$ cat src/rtl/sseg_pkg.sv
// Shared types and constants for the 7-segment scan driver.
// Glyph codes are active-low {g,f,e,d,c,b,a}.
package sseg_pkg;

  typedef enum logic {
    BLANK = 1'b0,
    DRIVE = 1'b1
  } scan_state_t;

  localparam logic [6:0] SEG_OFF = 7'h7F;

  // Hex glyphs 0-F; "b" and "d" are lowercase so they differ from 8 and 0.
  localparam logic [6:0] GLYPH [16] = '{
    7'h40, 7'h79, 7'h24, 7'h30, 7'h19, 7'h12, 7'h02, 7'h78,
    7'h00, 7'h10, 7'h08, 7'h03, 7'h46, 7'h21, 7'h06, 7'h0E
  };

endpackage

$ cat src/rtl/hex_to_sseg.sv
// Combinational hex nibble to active-low 7-segment glyph.
module hex_to_sseg
  import sseg_pkg::*;
(
  input  logic [3:0] hex,
  output logic [6:0] seg
);

  assign seg = GLYPH[hex];

endmodule

$ cat src/rtl/sseg_scan_driver.sv
// Time-multiplexed common-anode 7-segment driver with inter-digit blanking
// and frame-boundary word swap. Define SSEG_LZB_EN for leading-zero blanking.
module sseg_scan_driver
  import sseg_pkg::*;
#(
  parameter int NUM_DIGITS  = 4,
  parameter int DIGIT_TICKS = 100000,
  parameter int BLANK_TICKS = 500
) (
  input  logic                    clk,
  input  logic                    rst,
  input  logic [4*NUM_DIGITS-1:0] value_in,
  input  logic                    load,
  output logic [NUM_DIGITS-1:0]   an,
  output logic [6:0]              seg,
  output logic                    frame_done,
  output logic                    pending
);

  localparam int W    = 4 * NUM_DIGITS;
  localparam int MAXT = (DIGIT_TICKS > BLANK_TICKS) ? DIGIT_TICKS : BLANK_TICKS;
  localparam int CW   = (MAXT > 1) ? $clog2(MAXT) : 1;
  localparam int IW   = $clog2(NUM_DIGITS);

  localparam logic [CW-1:0] D_LAST = CW'(DIGIT_TICKS - 1);
  localparam logic [CW-1:0] B_LAST = CW'(BLANK_TICKS - 1);
  localparam logic [IW-1:0] I_LAST = IW'(NUM_DIGITS - 1);

  scan_state_t     state, state_n;
  logic [CW-1:0]   cnt, cnt_n;
  logic [IW-1:0]   idx, idx_n;
  logic [W-1:0]    active, active_n;
  logic [W-1:0]    shadow, shadow_n;
  logic            pending_n;
  logic            wrap;
  logic [3:0]      nibble;
  logic [6:0]      glyph_n;
  logic [NUM_DIGITS-1:0] an_n;
  logic [6:0]      seg_n;
  logic            frame_done_n;
  logic            lz_blank;

  always_comb begin
    state_n   = state;
    cnt_n     = cnt + 1'b1;
    idx_n     = idx;
    wrap      = 1'b0;
    active_n  = active;
    shadow_n  = shadow;
    pending_n = pending;

    case (state)
      BLANK: begin
        if (cnt == B_LAST) begin
          state_n = DRIVE;
          cnt_n   = '0;
        end
      end
      DRIVE: begin
        if (cnt == D_LAST) begin
          state_n = BLANK;
          cnt_n   = '0;
          if (idx == I_LAST) begin
            idx_n = '0;
            wrap  = 1'b1;
          end else begin
            idx_n = idx + 1'b1;
          end
        end
      end
      default: state_n = BLANK;
    endcase

    // A load on the wrap cycle bypasses the shadow so it lands this frame.
    if (wrap) begin
      if (load) begin
        active_n  = value_in;
        shadow_n  = value_in;
        pending_n = 1'b0;
      end else if (pending) begin
        active_n  = shadow;
        pending_n = 1'b0;
      end
    end else if (load) begin
      shadow_n  = value_in;
      pending_n = 1'b1;
    end
  end

  assign nibble = active_n[4*idx_n +: 4];

  hex_to_sseg u_dec (
    .hex (nibble),
    .seg (glyph_n)
  );

`ifdef SSEG_LZB_EN
  // Blank when this nibble and every more-significant one are zero.
  always_comb begin
    lz_blank = (idx_n != '0);
    for (int j = 0; j < NUM_DIGITS; j++) begin
      if (j >= int'(idx_n) && active_n[4*j +: 4] != 4'h0) lz_blank = 1'b0;
    end
  end
`else
  assign lz_blank = 1'b0;
`endif

  // Outputs are built from next-state values so they align with the state
  // register and leave the flops glitch-free.
  always_comb begin
    an_n  = '1;
    seg_n = SEG_OFF;
    if (state_n == DRIVE && !lz_blank) begin
      an_n[idx_n] = 1'b0;
      seg_n       = glyph_n;
    end
    frame_done_n = (state_n == DRIVE) && (cnt_n == D_LAST) && (idx_n == I_LAST);
  end

  always_ff @(posedge clk) begin
    if (rst) begin
      state      <= BLANK;
      cnt        <= '0;
      idx        <= '0;
      active     <= '0;
      shadow     <= '0;
      pending    <= 1'b0;
      an         <= '1;
      seg        <= SEG_OFF;
      frame_done <= 1'b0;
    end else begin
      state      <= state_n;
      cnt        <= cnt_n;
      idx        <= idx_n;
      active     <= active_n;
      shadow     <= shadow_n;
      pending    <= pending_n;
      an         <= an_n;
      seg        <= seg_n;
      frame_done <= frame_done_n;
    end
  end

endmodule

$ cat config.mk
export PLATFORM = sky130hd
export DESIGN_NAME = sseg_scan_driver
export DESIGN_NICKNAME = d
export VERILOG_FILES = /design/src/rtl/sseg_pkg.sv /design/src/rtl/hex_to_sseg.sv /design/src/rtl/sseg_scan_driver.sv
export SDC_FILE = /design/constraint.sdc
export NUM_CORES = 1
export LEC_CHECK = 0
export CORE_UTILIZATION = 63
export CTS_BUF_LIST = sky130_fd_sc_hd__clkbuf_4 sky130_fd_sc_hd__clkbuf_8
export DETAILED_ROUTE_END_ITERATION = 12
export PLACE_DENSITY = 0.86
export SYNTH_ARGS = -nofsm -noshare
export SYNTH_HDL_FRONTEND = slang
export SYNTH_HIERARCHICAL = 1
export SYNTH_SLANG_ARGS = --single-unit
$ cat constraint.sdc
create_clock -name clk -period 10.36 [get_ports clk]
set_input_delay 2.072 -clock clk [delete_from_list [all_inputs] [get_ports clk]]
set_output_delay 2.072 -clock clk [all_outputs]
set_load 0.02 [all_outputs]
==> Yosys cells after proc, flatten, opt, wreduce, memory -nomap -nowiden <==
Memory sizes are Yosys's and may differ from the RTL's. A register that Yosys moved wholly into a read port is not among the register bits.
Index checks and enable logic that the tools add are counted.
{ "totals": {"ram_bits": 0, "word_cells": 45, "register_bits": 58, "romBits": 112, "inputBits": 19, "n_memories": 1, "latchBits": 0, "output_inout_bits": 13} }
{ "mem_list": {"columns": ["name", "words", "width", "rd", "rd_clocked_by_memory_dff", "wr", "line", "text"], "rows": [
  ["(no name shown)", 16, 7, 1, 1, 0, "hex_to_sseg.sv:9", "assign seg = GLYPH[hex];"]
]} }
{ "classes": {"addsub": 2, "n_mux": 17, "n_lt_le_gt_ge": 2, "reduce_logical": 5, "mul": 0, "bitwise_logic": 4, "div_mod_pow": 0, "eq_ne": 5, "shifts": 1} }
{ "op_table": {"columns": ["operator", "n"], "rows": [
  ["$mux W16", 3],
  ["$eq A17 B17 Y1 const B", 2],
  ["$mux W17", 2],
  ["$pmux W17 S2", 1],
  ["$add A17 B1 Y17 const B", 1],
  ["$eq A17 B9 Y1 const B", 1],
  ["$shiftx A16 B5 Y4", 1],
  ["$mux W1", 6],
  ["$mux W2", 3],
  ["$not A4 Y5", 1],
  ["$eq A2 B2 Y1 const B", 2],
  ["$not A4 Y4", 1],
  ["$reduce_or A2 Y1", 2],
  ["$logic_and A1 B1 Y1", 3],
  ["$lt A2 B3 Y1 const B", 1],
  ["$add A2 B1 Y2 const B", 1],
  ["$demux W1 S2", 1],
  ["$ge A2 B1 Y1 const B", 1],
  ["$not A1 Y1", 2],
  ["$pmux W1 S2", 1]
]} }

==> Depth between registers and ports, before layout <==
{ "logic_depth": {"ltp_word": 9, "ltp_mapped": 15, "depth_no_buf": 14} }

==> Hierarchy <==
Netlist, hierarchy kept.
{ "by_module_without_submodules": {"columns": ["mod", "n_inst", "cells_per_inst", "area_per_inst_um2"], "rows": [
  ["sseg_scan_driver", 1, 342, 2941.6],
  ["hex_to_sseg", 1, 31, 262.8]
]} }

==> Worst setup path before layout <==
Ideal clock, no wire load.
{ "synth_path": {"kind": "input port to flip-flop", "start": "input load", "end": "register seg[3]", "t_arrival_ns": 4.463, "setup_ns": 0.126, "t_required_ns": 10.234, "setup_slack_ns": 5.771, "path_stages": 11, "path_buffers": 2, "cell_sequence": "clkbuf_1 -> buf_1 -> nor2_1 -> nor3_1 -> a211oi_1 -> a31oi_1 -> inv_1 -> ha_1 -> inv_1 -> mux4_1 -> nand2b_1"} }
{ "synth_via": {"elab_chain_cells": 4} }
{ "synth_rtl": {"columns": ["element", "line", "text"], "rows": [
  ["start, declared", "sseg_scan_driver.sv:13", "input logic load,"],
  ["$mux W16", "sseg_scan_driver.sv:76", "if (load) begin"],
  ["$mux W16", "sseg_scan_driver.sv:75", "if (wrap) begin"],
  ["$shiftx A16 B5 Y4", "sseg_scan_driver.sv:90", "assign nibble = active_n[4*idx_n +: 4];"],
  ["net nibble[0]", "sseg_scan_driver.sv:36", "logic [3:0] nibble;"],
  ["$not A4 Y5 (implied by the code)", "hex_to_sseg.sv:9", null],
  ["end, declared", "sseg_scan_driver.sv:15", "output logic [6:0] seg,"]
]} }
The timed path passes the listed nets, and every way through them passes these cells.
A chain may end at the register's enable or synchronous reset.

==> Worst setup path in the final report <==
Ends and elaborated chain as after synthesis.

==> flow_metrics.env <==
export IMPL_status="finished, final reports clean"
export IMPL_path_class="input pin to register"
export IMPL_die_area_um2=5380
export IMPL_slowest_stage="clkdlybuf4s50_1"
export IMPL_start_kind="input pin"
export IMPL_gp_congestion=0.849
export IMPL_path_max_fanout=24
export IMPL_numCtsBuffers=9
export IMPL_power_density_nw_per_um2=134
export IMPL_syn_instance_count=373
export IMPL_stdcell_count=469
export IMPL_fin_tns_setup_ns=0
export IMPL_cts_setup_buffers=0
export IMPL_maxSlewHeadroom=0.210
export IMPL_dp_cells=454
export IMPL_core_um2=4820
export IMPL_synth_ff_type="dfxtp_1"
export IMPL_die_h_um=73.3
export IMPL_setup_viol=0
export IMPL_finalCritPeriodShare=0.570
export IMPL_end_kind="register"
export IMPL_route_met2_wl_mm=3.23
export IMPL_ir_worst_vdd_v=0.000102
export IMPL_holdWs_ns=0.445
export IMPL_grt_pass1_wl_mm=11.6
export IMPL_leakagePower_nw=1.35
export IMPL_post_dp_cell_area_um2=3510
export IMPL_route_met3_wl_um=415
export IMPL_grtUsageTotal=0.284
export IMPL_vias_per_cell=5.86
export IMPL_post_cts_resized=0
export IMPL_async_flop_share=0
export IMPL_cts_sinks=65
export IMPL_fill_cells=377
export IMPL_drc=0
export IMPL_cts_clk_slew_worst_paths_ns=0.07
export IMPL_ys_warn_count=6
export IMPL_portBuffers=31
export IMPL_period_needed_ns=5.91
export IMPL_fin_skew_ns=0.00944
export IMPL_slowest_delay_ns=1.13
export IMPL_first_pass_iters=5
export IMPL_drt_iter0_drc=163
export IMPL_die_w_um=73.3
export IMPL_crit_required_ns=10.57
export IMPL_ios=32
export IMPL_clock_path_buffers=2
export IMPL_area_growth_pct=15.4
export IMPL_h_tree_depth=3
export IMPL_wl_met1_mm=3.00
export IMPL_rsz0062_at_grt="no"
export IMPL_drv_slew=0
export IMPL_wl_per_cell_um=14.5
export IMPL_cap_violations=0
export IMPL_cp_num_buf_inv=2
export IMPL_diodes=0
export IMPL_worst_slew_pin_transition_ns=1.18
export IMPL_hold_violations=0
export IMPL_synth_edf_count=0
export IMPL_hold_buffers=0
export IMPL_root_buffer="clkbuf_8"
export IMPL_top_layer_used="met4"
export IMPL_vias=2750
export IMPL_startpoint="load"
export IMPL_cp_cell_sequence="clkdlybuf4s50_1 -> inv_1 -> o21ai_0 -> or3b_2 -> a31oi_1 -> mux4_1 -> nand2b_1"
export IMPL_synth_seq_area_share=0.406
export IMPL_cts_tree="yes"
export IMPL_start_util=0.665
export IMPL_routed_wirelength_mm=6.82
export IMPL_r2r_start="cnt[0]"
export IMPL_clk_latency_ns=0.35
export IMPL_grt_pass1_vias=2682
export IMPL_syn_num_nets=401
export IMPL_post_route_cell_area_um2=3700
export IMPL_row_count=25
export IMPL_crit_family="buffers and inverters"
export IMPL_arrival_ns=6.11
export IMPL_final_core_util=0.768
export IMPL_ant_nets=0
export IMPL_final_nets=426
export IMPL_syn_area_um2=3200
export IMPL_postSynthAreaPerCell_um2=8.59
export IMPL_min_path_type="register to register"
export IMPL_synth_distinct_cells=45
export IMPL_synth_seq_cells=65
export IMPL_overflow=0
export IMPL_antenna_found_initial=0
export IMPL_dp_hpwl_mm=4.61
export IMPL_grt_max_degree=38
export IMPL_hp_start="idx[1]"
export IMPL_drive_above_1_share=0.0721
export IMPL_max_freq_mhz=169
## layout make-up
cell class / instances / area [um2] / area share
Clock buffer: 10 / 131 / 0.0355
Clock inverter: 5 / 57.6 / 0.0156
Sequential cell: 65 / 1300 / 0.352
Tap cell: 67 / 83.8 / 0.0227
Multi-Input combinational cell: 280 / 1760 / 0.477
Inverter: 9 / 33.8 / 0.00914
Timing Repair Buffer: 33 / 325 / 0.0880
## cell families (layout without fill, tap and decap cells)
logic type,Yosys count,in the layout,share of synthesized area
compound gates,64,64,0.122
simple gates,168,168,0.273
xor+xnor,16,16,0.0437
mux,23,23,0.0769
flops,65,65,0.406
buf+inv,28,57,0.0433
fa+ha+maj,9,9,0.0351
## worst register-to-register path: stages (launching register included)
cell and delay [ns]:
dfxtp_1 0.38, ha_1 0.25, nand4_1 0.31, nor2_1 0.61, nand2_1 0.21, mux2i_1 0.25, buf_4 0.24, or3b_2 0.48
a31oi_1 0.95, mux4_1 0.66, nand2b_1 0.15
## Yosys cell counts, drive strengths merged, types with 8 or more instances
| cell | instances | share of area |
|---|---|---|
| nor2 | 66 | 0.078 |
| dfxtp | 65 | 0.41 |
| nand2 | 26 | 0.030 |
| mux2i | 22 | 0.069 |
| a21oi | 21 | 0.033 |
| nor3 | 13 | 0.020 |
| o21ai | 11 | 0.017 |
| xnor2 | 11 | 0.030 |
| clkbuf | 10 | 0.012 |
| nand2b | 10 | 0.020 |
| and2 | 9 | 0.018 |
| buf | 9 | 0.021 |
| ha | 9 | 0.035 |
| inv | 9 | 0.011 |
| a31oi | 8 | 0.016 |
| a32oi | 8 | 0.022 |
| o22ai | 8 | 0.016 |
## path summary, 6_finish.rpt
kind	to	slack [ns]	cells past startpoint
max	seg[3]	4.45	7
min	an[3]	0.45	1
max reg2reg	seg[3]	5.74	10
min reg2reg	an[3]	0.45	1
## report_power, final
| group | switching, W | leakage (nW) | internal [W] |
|---|---|---|---|
| logic | 0.0000146 | 0.733 | 0.0000142 |
| registers | 0.00000405 | 0.528 | 0.000255 |
| clock network | 0.0000973 | 0.0878 | 0.000112 |
## sequential cells by signal, indices dropped and copies added (netlist names)
| name | cells |
|---|---|
| an | 4 |
| cnt | 17 |
| idx | 2 |
| pending | 1 |
| state | 1 |
| frame_done | 1 |
| active | 16 |
| seg | 7 |
| shadow | 16 |
## layer usage
layer,vias up,track usage
met5,-,0
met4,0,0.137
met3,17,0.0864
met2,100,0.461
met1,1273,0.345
li1,1360,-
## stage by stage
stage,total power [W],worst slack (ns)
2_1_floorplan,0.000280,5.77
3_3_place_gp,0.000292,4.32
3_5_place_dp,0.000293,4.11
4_1_cts,0.000500,4.45
5_1_grt,0.000514,4.14
6_report,0.000497,4.45
## placed cells by master (no fill, tap or decap), drive strengths merged, types with 10 or more instances in the layout
master / count
dfxtp: 65
clkdlybuf4s50: 31
xnor2: 11
nand2: 26
nand2b: 10
nor3: 13
nor2: 66
a21oi: 21
o21ai: 11
clkbuf: 10
mux2i: 22
Power figures use the tool's default switching activity.
